[src/rtl/timer_reg_decoder.sv]
// Register-access decoder for the timer peripheral: it accepts one request, then returns
// a registered write strobe, read data or unmapped-address error one cycle later.
module timer_reg_decoder #(
    parameter int ADDR_W   = 2,
    parameter int NUM_REGS = 3,
    parameter int DATA_W   = 32
) (
    input  logic                       i_clk,
    input  logic                       i_rstn,
    input  logic                       i_req,
    input  logic                       i_we,
    input  logic [ADDR_W-1:0]          i_addr,
    input  logic [DATA_W-1:0]          i_wdata,
    input  logic [NUM_REGS*DATA_W-1:0] i_rd_bus,
    input  logic                       i_err_clr,
    output logic                       o_ready,
    output logic [NUM_REGS-1:0]        o_wr_strobe,
    output logic [DATA_W-1:0]          o_wdata,
    output logic [DATA_W-1:0]          o_rdata,
    output logic                       o_rvalid,
    output logic                       o_err,
    output logic                       o_err_sticky
);

    typedef enum logic {IDLE, RESP} state_t;

    // One extra bit keeps the unsigned compare exact even when NUM_REGS == 2**ADDR_W.
    localparam logic [ADDR_W:0] NUM_REGS_W = (ADDR_W+1)'(NUM_REGS);

    state_t                state;
    state_t                state_next;
    logic                  accept;
    logic                  we_p0;
    logic [ADDR_W-1:0]     addr_p0;
    logic [DATA_W-1:0]     wdata_p0;
    logic                  mapped_p0;
    logic [NUM_REGS-1:0]   strobe_p0;
    logic [DATA_W-1:0]     rsel_p0;

    always_ff @(posedge i_clk or negedge i_rstn) begin
        if (!i_rstn) begin
            state <= IDLE;
        end else begin
            state <= state_next;
        end
    end

    always_comb begin
        state_next = state;
        case (state)
            IDLE:    if (i_req) state_next = RESP;
            RESP:    state_next = IDLE;
            default: state_next = IDLE;
        endcase
    end

    always_comb begin
        o_ready = (state == IDLE);
    end

    assign accept = (state == IDLE) && i_req;

    // Stage p0: captured request; only consumed in RESP, so it needs no reset.
    always_ff @(posedge i_clk) begin
        if (accept) begin
            we_p0    <= i_we;
            addr_p0  <= i_addr;
            wdata_p0 <= i_wdata;
        end
    end

    always_comb begin
        mapped_p0 = ({1'b0, addr_p0} < NUM_REGS_W);
        strobe_p0 = '0;
        rsel_p0   = '0;
        for (int k = 0; k < NUM_REGS; k++) begin
            if (addr_p0 == ADDR_W'(k)) begin
                strobe_p0[k] = 1'b1;
                rsel_p0      = i_rd_bus[k*DATA_W +: DATA_W];
            end
        end
    end

    // Stage p1: registered response, launched at the end of the RESP cycle.
    always_ff @(posedge i_clk or negedge i_rstn) begin
        if (!i_rstn) begin
            o_wr_strobe <= '0;
            o_wdata     <= '0;
            o_rdata     <= '0;
            o_rvalid    <= 1'b0;
            o_err       <= 1'b0;
        end else begin
            o_wr_strobe <= '0;
            o_rvalid    <= 1'b0;
            o_err       <= 1'b0;
            if (state == RESP) begin
                if (!mapped_p0) begin
                    o_err <= 1'b1;
                end else if (we_p0) begin
                    o_wr_strobe <= strobe_p0;
                    o_wdata     <= wdata_p0;
                end else begin
                    o_rvalid <= 1'b1;
                    o_rdata  <= rsel_p0;
                end
            end
        end
    end

    // A new error takes priority over a simultaneous clear.
    always_ff @(posedge i_clk or negedge i_rstn) begin
        if (!i_rstn) begin
            o_err_sticky <= 1'b0;
        end else if (state == RESP && !mapped_p0) begin
            o_err_sticky <= 1'b1;
        end else if (i_err_clr) begin
            o_err_sticky <= 1'b0;
        end
    end

endmodule
[config.mk]
export PLATFORM = sky130hd
export DESIGN_NAME = timer_reg_decoder
export DESIGN_NICKNAME = d
export VERILOG_FILES = /design/src/rtl/timer_reg_decoder.sv
export SDC_FILE = /design/constraint.sdc
export NUM_CORES = 1
export LEC_CHECK = 0
export ABC_AREA = 1
export CAP_MARGIN = 20
export CORE_MARGIN = 4
export CORE_UTILIZATION = 41
export CTS_CLUSTER_DIAMETER = 60
export DETAILED_ROUTE_END_ITERATION = 8
export PLACE_DENSITY = 0.79
export SLEW_MARGIN = 20
export SYNTH_ARGS = -nofsm -noshare
export SYNTH_HDL_FRONTEND = slang
export SYNTH_SLANG_ARGS = --single-unit
[constraint.sdc]
create_clock -name i_clk -period 3.5 [get_ports i_clk]
set_input_delay 0.35 -clock i_clk [delete_from_list [all_inputs] [get_ports i_clk]]
set_output_delay 0.35 -clock i_clk [all_outputs]
set_load 0.005 [all_outputs]
=== After elaboration in Yosys (flattened, before gate mapping) ===
Index checks and enable logic that the tools add are counted.
W data, S select, Z words.

* Register bits after elaboration: 106
* Input bits: 135
* Output and inout bits: 71
* Logic and storage cells: 40

* $lt $le $gt $ge: 1
* Eq/ne operators: 2
* Mux-type cells: 18
* Bitwise operators: 2
* Reductions and logical operators: 7

{| class="wikitable"
|+ Operators with widths
! operator !! number
|-
| $mux W32 || 3
|-
| $mux W1 || 11
|-
| $mux W3 || 3
|-
| $reduce_and A3 Y1 || 2
|-
| $eq A2 B1 Y1 const B || 1
|-
| $eq A2 B2 Y1 const B || 1
|-
| $logic_and A1 B1 Y1 || 2
|-
| $logic_not A2 Y1 || 1
|-
| $lt A2 B2 Y1 const B || 1
|-
| $not A1 Y1 || 2
|-
| $pmux W1 S2 || 1
|-
| $reduce_bool A2 Y1 || 1
|-
| $logic_not A1 Y1 || 1
|}

=== Depth between registers and ports, before layout ===
Gate-level depths: netlist of run 1.

* Depth after elaboration: 5
* Depth in mapped cells: 8
* Depth with buffers taken out: 6

=== Worst setup path after synthesis of run 1 ===
No wires, ideal clock.

* Kind: flip-flop to flip-flop
* Start: reg state
* End: reg addr_p0[0] (enable)
* Library setup time: 429 ps
* Arrival: 1996 ps
* Required time: 3071 ps
* Setup slack: 1075 ps
* Stages on the path, launching flop included: 2
* Buffers on the path: 0
* Clock period less this slack: 2425 ps
* Cell sequence: dfrtp_1 > nor2_1

* Word-level cells in the longest chain between the ends: 2

{| class="wikitable"
|+ RTL lines
! item !! line !! text
|-
| from (decl) || 30 || <nowiki>state_t state;</nowiki>
|-
| from (signal assigned) || 44 || <nowiki>state <= state_next;</nowiki>
|-
| $not A1 Y1 || - ||
|-
| $logic_and A1 B1 Y1 || 61 || <nowiki>assign accept = (state == IDLE) && i_req;</nowiki>
|-
| via accept || 32 || <nowiki>logic accept;</nowiki>
|-
| to (signal assigned) || 67 || <nowiki>addr_p0 <= i_addr;</nowiki>
|-
| to (decl) || 34 || <nowiki>logic [ADDR_W-1:0] addr_p0;</nowiki>
|}

The timed path passes the listed nets, and every way through them passes these cells.
A chain may end at the register's enable or synchronous reset.

=== Final worst setup path of run 1 ===
* Start: reg addr_p0[1]
* End: reg o_rdata[6]

* Word-level cells in the longest chain between the ends: 4
* Elaborated cells on any way between the ends: 8
* Those cells by class: 1 x order compare; 2 x eq/ne; 3 x mux; 2 x reduce/logical

{| class="wikitable"
|+ RTL lines
! item !! line !! text
|-
| $logic_not A2 Y1 || 77 || <nowiki>if (addr_p0 == ADDR_W'(k)) begin</nowiki>
|-
| $mux W32 (3 in series) || 77 ||
|-
| to (signal assigned) || 104 || <nowiki>o_rdata <= rsel_p0;</nowiki>
|-
| to (decl) || 19 || <nowiki>output logic [DATA_W-1:0] o_rdata,</nowiki>
|}

Parallel ways exist; a longest one is shown, timed or not.

==> impl_metrics.py, run 1 <==
metrics = {
    "synthesis": {
        "ys_types": 18,
        "syn_area_mm2": 0.00463,
        "synthMostInstantiatedCell": "nand2_1",
        "netlist_instances": 473,
        "synth_common_cells": "nand2_1, nand3_1, dfrtp_1",
        "synth.area.top_cells": "dfrtp_1, edfxtp_1, nand2_1",
        "synthesis.nets": 608,
        "synth_top_area_share_pct": 38.4,
        "synth.avg_cell_area_um2": 9.79,
        "synthArstFlopShare_pct": 67.0,
        "seq_area_frac_synth_pct": 61.1,
        "synth_edf_count": 35,
        "yosysWarnings": 0,
        "synth_top_area_cell": "dfrtp_1",
        "synth_seq_cells": 106,
        "synth_flop_cell": "dfrtp_1",
    },
    "floorplanning": {
        "die_h_um": 114,
        "io_pins": 206,
        "start_util_pct": 42.3,
        "die_area_mm2": 0.0131,
        "rows": 38,
        "die_w_um": 114,
        "coreArea_mm2": 0.0109,
    },
    "routing": {
        "wl_met2_um": 6370,
        "antenna_left": 0,
        "routedWlPerCell_um": 16.2,
        "vias": 4053,
        "top_layer": "met4",
        "first_iter_violations": 321,
        "drc_errors": 0,
        "viasPerCell": 5.02,
        "drt_first_pass_iters": 6,
        "dr_wl_met3_um": 1430,
        "drt-met1-wl_um": 5110,
        "wl_um": 13100,
    },
    "critical_path": {
        "cp-end-kind": "flop",
        "path_cells": "buf_4 > inv_1 > nand3_1 > nand3_1 > nand2_1 > nand2_1",
        "cp_slowest_cell": "inv_1",
        "path_class": "flop to flop",
        "reg2reg_from": "addr_p0[1]",
        "timing.critical_path.to": "o_rdata[6]",
        "reg2reg_depth": 6,
        "arrival_ps": 2290,
        "critPathMaxStageDelay_ps": 770,
        "worstSetupStartpointType": "flop",
        "r2r_slack_ps": 1470,
        "crit_start": "addr_p0[1]",
        "worstPathRequired_ps": 3760,
        "worstPathMaxFanout": 36,
        "timing.rr.end": "o_rdata[6]",
    },
    "finish": {
        "nets": 797,
        "num-fill-cells": 888,
        "drive_gt1_share_pct": 6.75,
        "antenna_cells": 0,
        "fin_cells": 807,
        "final_core_util_pct": 63.5,
        "area_growth_pct": 50.1,
    },
    "power": {
        "internal_power_uw": 2450,
        "power_density_mw_per_mm2": 483,
        "clkPwrFrac_pct": 30.3,
        "switching_share_pct": 27.0,
        "power_switching_uw": 907,
        "leakage_uw": 0.00310,
        "seqPwrFrac_pct": 46.5,
        "combinationalPowerShare_pct": 23.2,
        "peakVddDrop_v": 0.000311,
    },
    "grt": {
        "grt_overflow": 0,
        "grtUsageTotal_pct": 20.0,
        "first_global_vias": 4143,
        "grt_max_degree": 72,
        "grt_pass1_wl_um": 20500,
        "antenna_found_initial": 0,
    },
    "timing": {
        "finalWorstSetupSlack_ps": 1470,
        "hold_slack_ps": 130,
        "tns_ps": 0,
        "finalCritPeriodShare_pct": 57.9,
        "worstMarginPinSlew_ps": 995,
        "timing.fmax_mhz": 493,
        "slew_headroom_pct": 33.6,
        "fin_crit_ps": 2030,
        "finClkSkew_ps": 16.5,
        "finalMaxSlewViolations": 0,
        "hold_viol": 0,
        "rsz0062_at_grt": "no",
        "setup_violations": 0,
    },
    "clock_network": {
        "htree_levels": 3,
        "clkLatencyLatePin_ps": 340,
        "ctsResizeCount": 0,
        "hold_buffers": 0,
        "clk_pin_slew_ps": 80,
        "clk_path_buf_depth": 2,
        "cts_root_buffer": "clkbuf_16",
        "post_cts_buffers": 0,
        "cts_tree": "yes",
        "clock_sinks": 106,
        "numCtsBuffers": 9,
    },
    "placed_design": {
        "dp.cells": 791,
        "portBuffers": 205,
        "place_ws_ps": 1490,
        "finalWeightedCongestion": 0.942,
        "dpl.hpwl_um": 9650,
    },
    "job": {
        "drv_cap": 0,
    },
    "outcome": {
        "status": "finished, final reports clean",
    },
    "worst_hold_path": {
        "hp-class": "input port to asynchronous set/reset pin",
    },
}
## state kept, by name (all words and copies together), names as in the netlist
register      flops
we_p0             1
wdata_p0         32
o_err_sticky      1
o_err             1
o_rdata          32
o_rvalid          1
state             1
o_wr_strobe       3
o_wdata          32
addr_p0           2
## critical path, delay by kind of cell (launching register included)
kind | cells | cell delay [ps]
DFF | 1 | 430
buffers and inverters | 2 | 1060
and+or+nand+nor | 4 | 460
## power by group through the flow
stage,Clock (µW),Sequential [µW],Combinational [µW]
2_1_floorplan,0,1580,253
3_3_place_gp,0,1580,769
3_5_place_dp,0,1580,788
4_1_cts,1040,1560,792
5_1_grt,1100,1580,853
6_report,1020,1560,779
## cells by family (layout without fill, tap and decap cells)
family                 Yosys count  count (layout)  share of synthesized area [%]
and+or+nand+nor                267             267                           25.5
DFF                            106             106                           61.1
buffers and inverters           67             261                           8.32
AOI/OAI and AO/OA               33              33                           5.14
## worst min path at each step
stage	start	to	slack (ps)
finish	i_rstn	o_rdata[26]	130
global route	i_rstn	o_rdata[20]	230
CTS	i_rstn	o_rdata[20]	170
detailed placement	o_rdata[14]	o_rdata[14]	460
global placement	o_rdata[29]	o_rdata[29]	460
floorplan	i_rstn	o_err	50
## per-layer routing
| metal | track usage (%) | up-vias |
|---|---|---|
| li1 | - | 1920 |
| met1 | 23.3 | 1901 |
| met2 | 34.9 | 216 |
| met3 | 7.40 | 16 |
| met4 | 4.83 | 0 |
| met5 | 0 | - |
## placed cells by master (no fill, tap or decap)
master             n
o21ai_1           13
nand2_1          161
edfxtp_1          35
nand2_4            2
nand3_1           96
nor2_4             2
nor3_1             3
clkinv_8           2
clkinv_4           1
dfrtp_1           71
inv_1             37
buf_4              3
clkdlybuf4s50_1  204
inv_6              2
nor2_8             1
o22ai_1            1
inv_8              1
nor2_1             1
o21ai_2           19
inv_12             1
nand3_4            1
inv_4              1
clkbuf_16          9
## through the flow
step / instance area (µm²) / power [µW]
2_1_floorplan: 4630 / 1830
3_3_place_gp: 6640 / 2340
3_5_place_dp: 6640 / 2370
4_1_cts: 6950 / 3390
5_1_grt: 6950 / 3530
6_report: 6950 / 3360
## cell type report
class                           instances  area [µm²]  area share [%]
Inverter                               38         145            2.09
Clock buffer                            9         225            3.24
Sequential cell                       106        2830            40.7
Tap cell                              140         175            2.52
Timing Repair Buffer                  207        2060            29.7
Multi-Input combinational cell        300        1420            20.5
Clock inverter                          7        86.3            1.24
(Power assumes the default switching activity.)
==> run 2: changes to the inputs <==
clock period = 1.99 ns   (was 3.5 ns; I/O delays follow)
==> impl_metrics.py, run 2 (synthesized netlist as in run 1, its figures left out) <==
metrics = {
    "timing": {
        "tns_ps": 0,
        "finalMaxSlewViolations": 0,
        "slew_headroom_pct": 42.2,
        "finClkSkew_ps": 3.75,
        "worstMarginPinSlew_ps": 868,
        "fin_crit_ps": 1710,
        "hold_viol": 16,
        "timing.fmax_mhz": 584,
        "setup_violations": 0,
        "finalCritPeriodShare_pct": 86.0,
        "rsz0062_at_grt": "no",
        "finalWorstSetupSlack_ps": 278,
        "hold_slack_ps": -15.3,
    },
    "clock_network": {
        "cts_root_buffer": "clkbuf_16",
        "post_cts_buffers": 0,
        "clock_sinks": 106,
        "numCtsBuffers": 9,
        "htree_levels": 3,
        "hold_buffers": 0,
        "ctsResizeCount": 0,
        "cts_tree": "yes",
        "clkLatencyLatePin_ps": 330,
        "clk_pin_slew_ps": 70,
        "clk_path_buf_depth": 2,
    },
    "routing": {
        "viasPerCell": 4.88,
        "vias": 3975,
        "wl_um": 12600,
        "drc_errors": 0,
        "drt_first_pass_iters": 5,
        "first_iter_violations": 219,
        "antenna_left": 0,
        "routedWlPerCell_um": 15.5,
    },
    "placed_design": {
        "portBuffers": 205,
        "dpl_cell_area_mm2": 0.00670,
        "finalWeightedCongestion": 0.840,
        "place_ws_ps": 288,
        "dpl.hpwl_um": 9320,
    },
    "critical_path": {
        "arrival_ps": 1970,
        "cp-end-kind": "flop",
        "timing.rr.end": "o_wdata[12]",
        "reg2reg_depth": 5,
        "path_class": "flop to flop",
        "crit_start": "addr_p0[1]",
        "reg2reg_from": "addr_p0[1]",
        "timing.critical_path.to": "o_wdata[12]",
        "worstPathMaxFanout": 64,
        "r2r_slack_ps": 280,
        "worstPathRequired_ps": 2240,
        "worstSetupStartpointType": "flop",
    },
    "finish": {
        "layout_commonest_cell": "clkdlybuf4s50_1",
        "num-fill-cells": 871,
        "stdcell_area_mm2": 0.00703,
        "top_regs": "o_rdata x32, o_wdata x32, wdata_p0 x32",
        "final_core_util_pct": 64.3,
        "area_growth_pct": 51.8,
        "drive_gt1_share_pct": 7.57,
        "final_cell_mix": "clkdlybuf4s50_1, nand2_1, nand3_1",
        "nets": 804,
        "antenna_cells": 0,
    },
    "floorplanning": {
        "coreArea_mm2": 0.0109,
        "rows": 38,
        "start_util_pct": 42.3,
        "die_area_mm2": 0.0131,
        "die_h_um": 114,
        "die_w_um": 114,
        "io_pins": 206,
    },
    "power": {
        "peakVddDrop_v": 0.000507,
        "power_density_mw_per_mm2": 857,
        "leakage_uw": 0.00314,
        "power_switching_uw": 1460,
        "combinationalPowerShare_pct": 22.8,
        "seqPwrFrac_pct": 45.6,
        "internal_power_uw": 4560,
        "clkPwrFrac_pct": 31.6,
        "switching_share_pct": 24.3,
    },
    "grt": {
        "grt_max_degree": 72,
        "first_global_vias": 4100,
        "grtUsageTotal_pct": 19.3,
        "grt_overflow": 0,
        "antenna_found_initial": 0,
        "grt_pass1_wl_um": 19900,
    },
    "outcome": {
        "violations": "hold timing",
        "status": "finished with violations",
    },
    "job": {
        "drv_cap": 0,
    },
    "worst_hold_path": {
        "hp-class": "input port to asynchronous set/reset pin",
    },
}
run 2: worst max-delay path, cell delays in order, from the launching register on:
cell and delay (ps):
edfxtp_1 600, nand2_4 130, nand3_4 80, buf_4 550
nand2_1 150, o21ai_2 90
run 2: layout make-up:
cell class	count	area, µm²	share of cell area, %
Inverter	38	145	2.06
Multi-Input combinational cell	300	1420	20.3
Timing Repair Buffer	214	2130	30.3
Tap cell	140	175	2.49
Clock inverter	5	85.1	1.21
Sequential cell	106	2830	40.2
Clock buffer	11	243	3.45
run 2: per-stage QoR:
stage	instances	power, µW
floorplan	473	3220
global placement	798	4130
detailed placement	798	4170
CTS	814	6100
global route	814	6340
finish	814	6020
run 2: power groups by stage:
stage | Sequential, µW | Combinational [µW] | Clock [µW]
4_1_cts | 2750 | 1400 | 1960
5_1_grt | 2780 | 1510 | 2050
3_5_place_dp | 2780 | 1390 | 0
6_report | 2740 | 1380 | 1900
2_1_floorplan | 2770 | 445 | 0
3_3_place_gp | 2770 | 1360 | 0
run 2: per-layer routing:
metal / global-route usage (%) / vias to the layer above / part of all wire, %
met5: 0 / - / 0
met2: 33.8 / 187 / 49
li1: - / 1928 / -
met1: 22.7 / 1840 / 39
met4: 6.65 / 0 / 1.8
met3: 5.29 / 20 / 9.5
run 2: how the worst min path moves through the flow:
| stage | cells past startpoint | slack (ps) | end | startpoint |
|---|---|---|---|---|
| global route | 1 | 80 | o_rdata[22] | i_rstn |
| finish | 1 | -20 | o_rdata[23] | i_rstn |
| CTS | 1 | 10 | o_rdata[18] | i_rstn |
| floorplan | 0 | -100 | o_err | i_rstn |
| global placement | 1 | 360 | o_rdata[18] | i_rstn |
| detailed placement | 1 | 370 | o_rdata[18] | i_rstn |
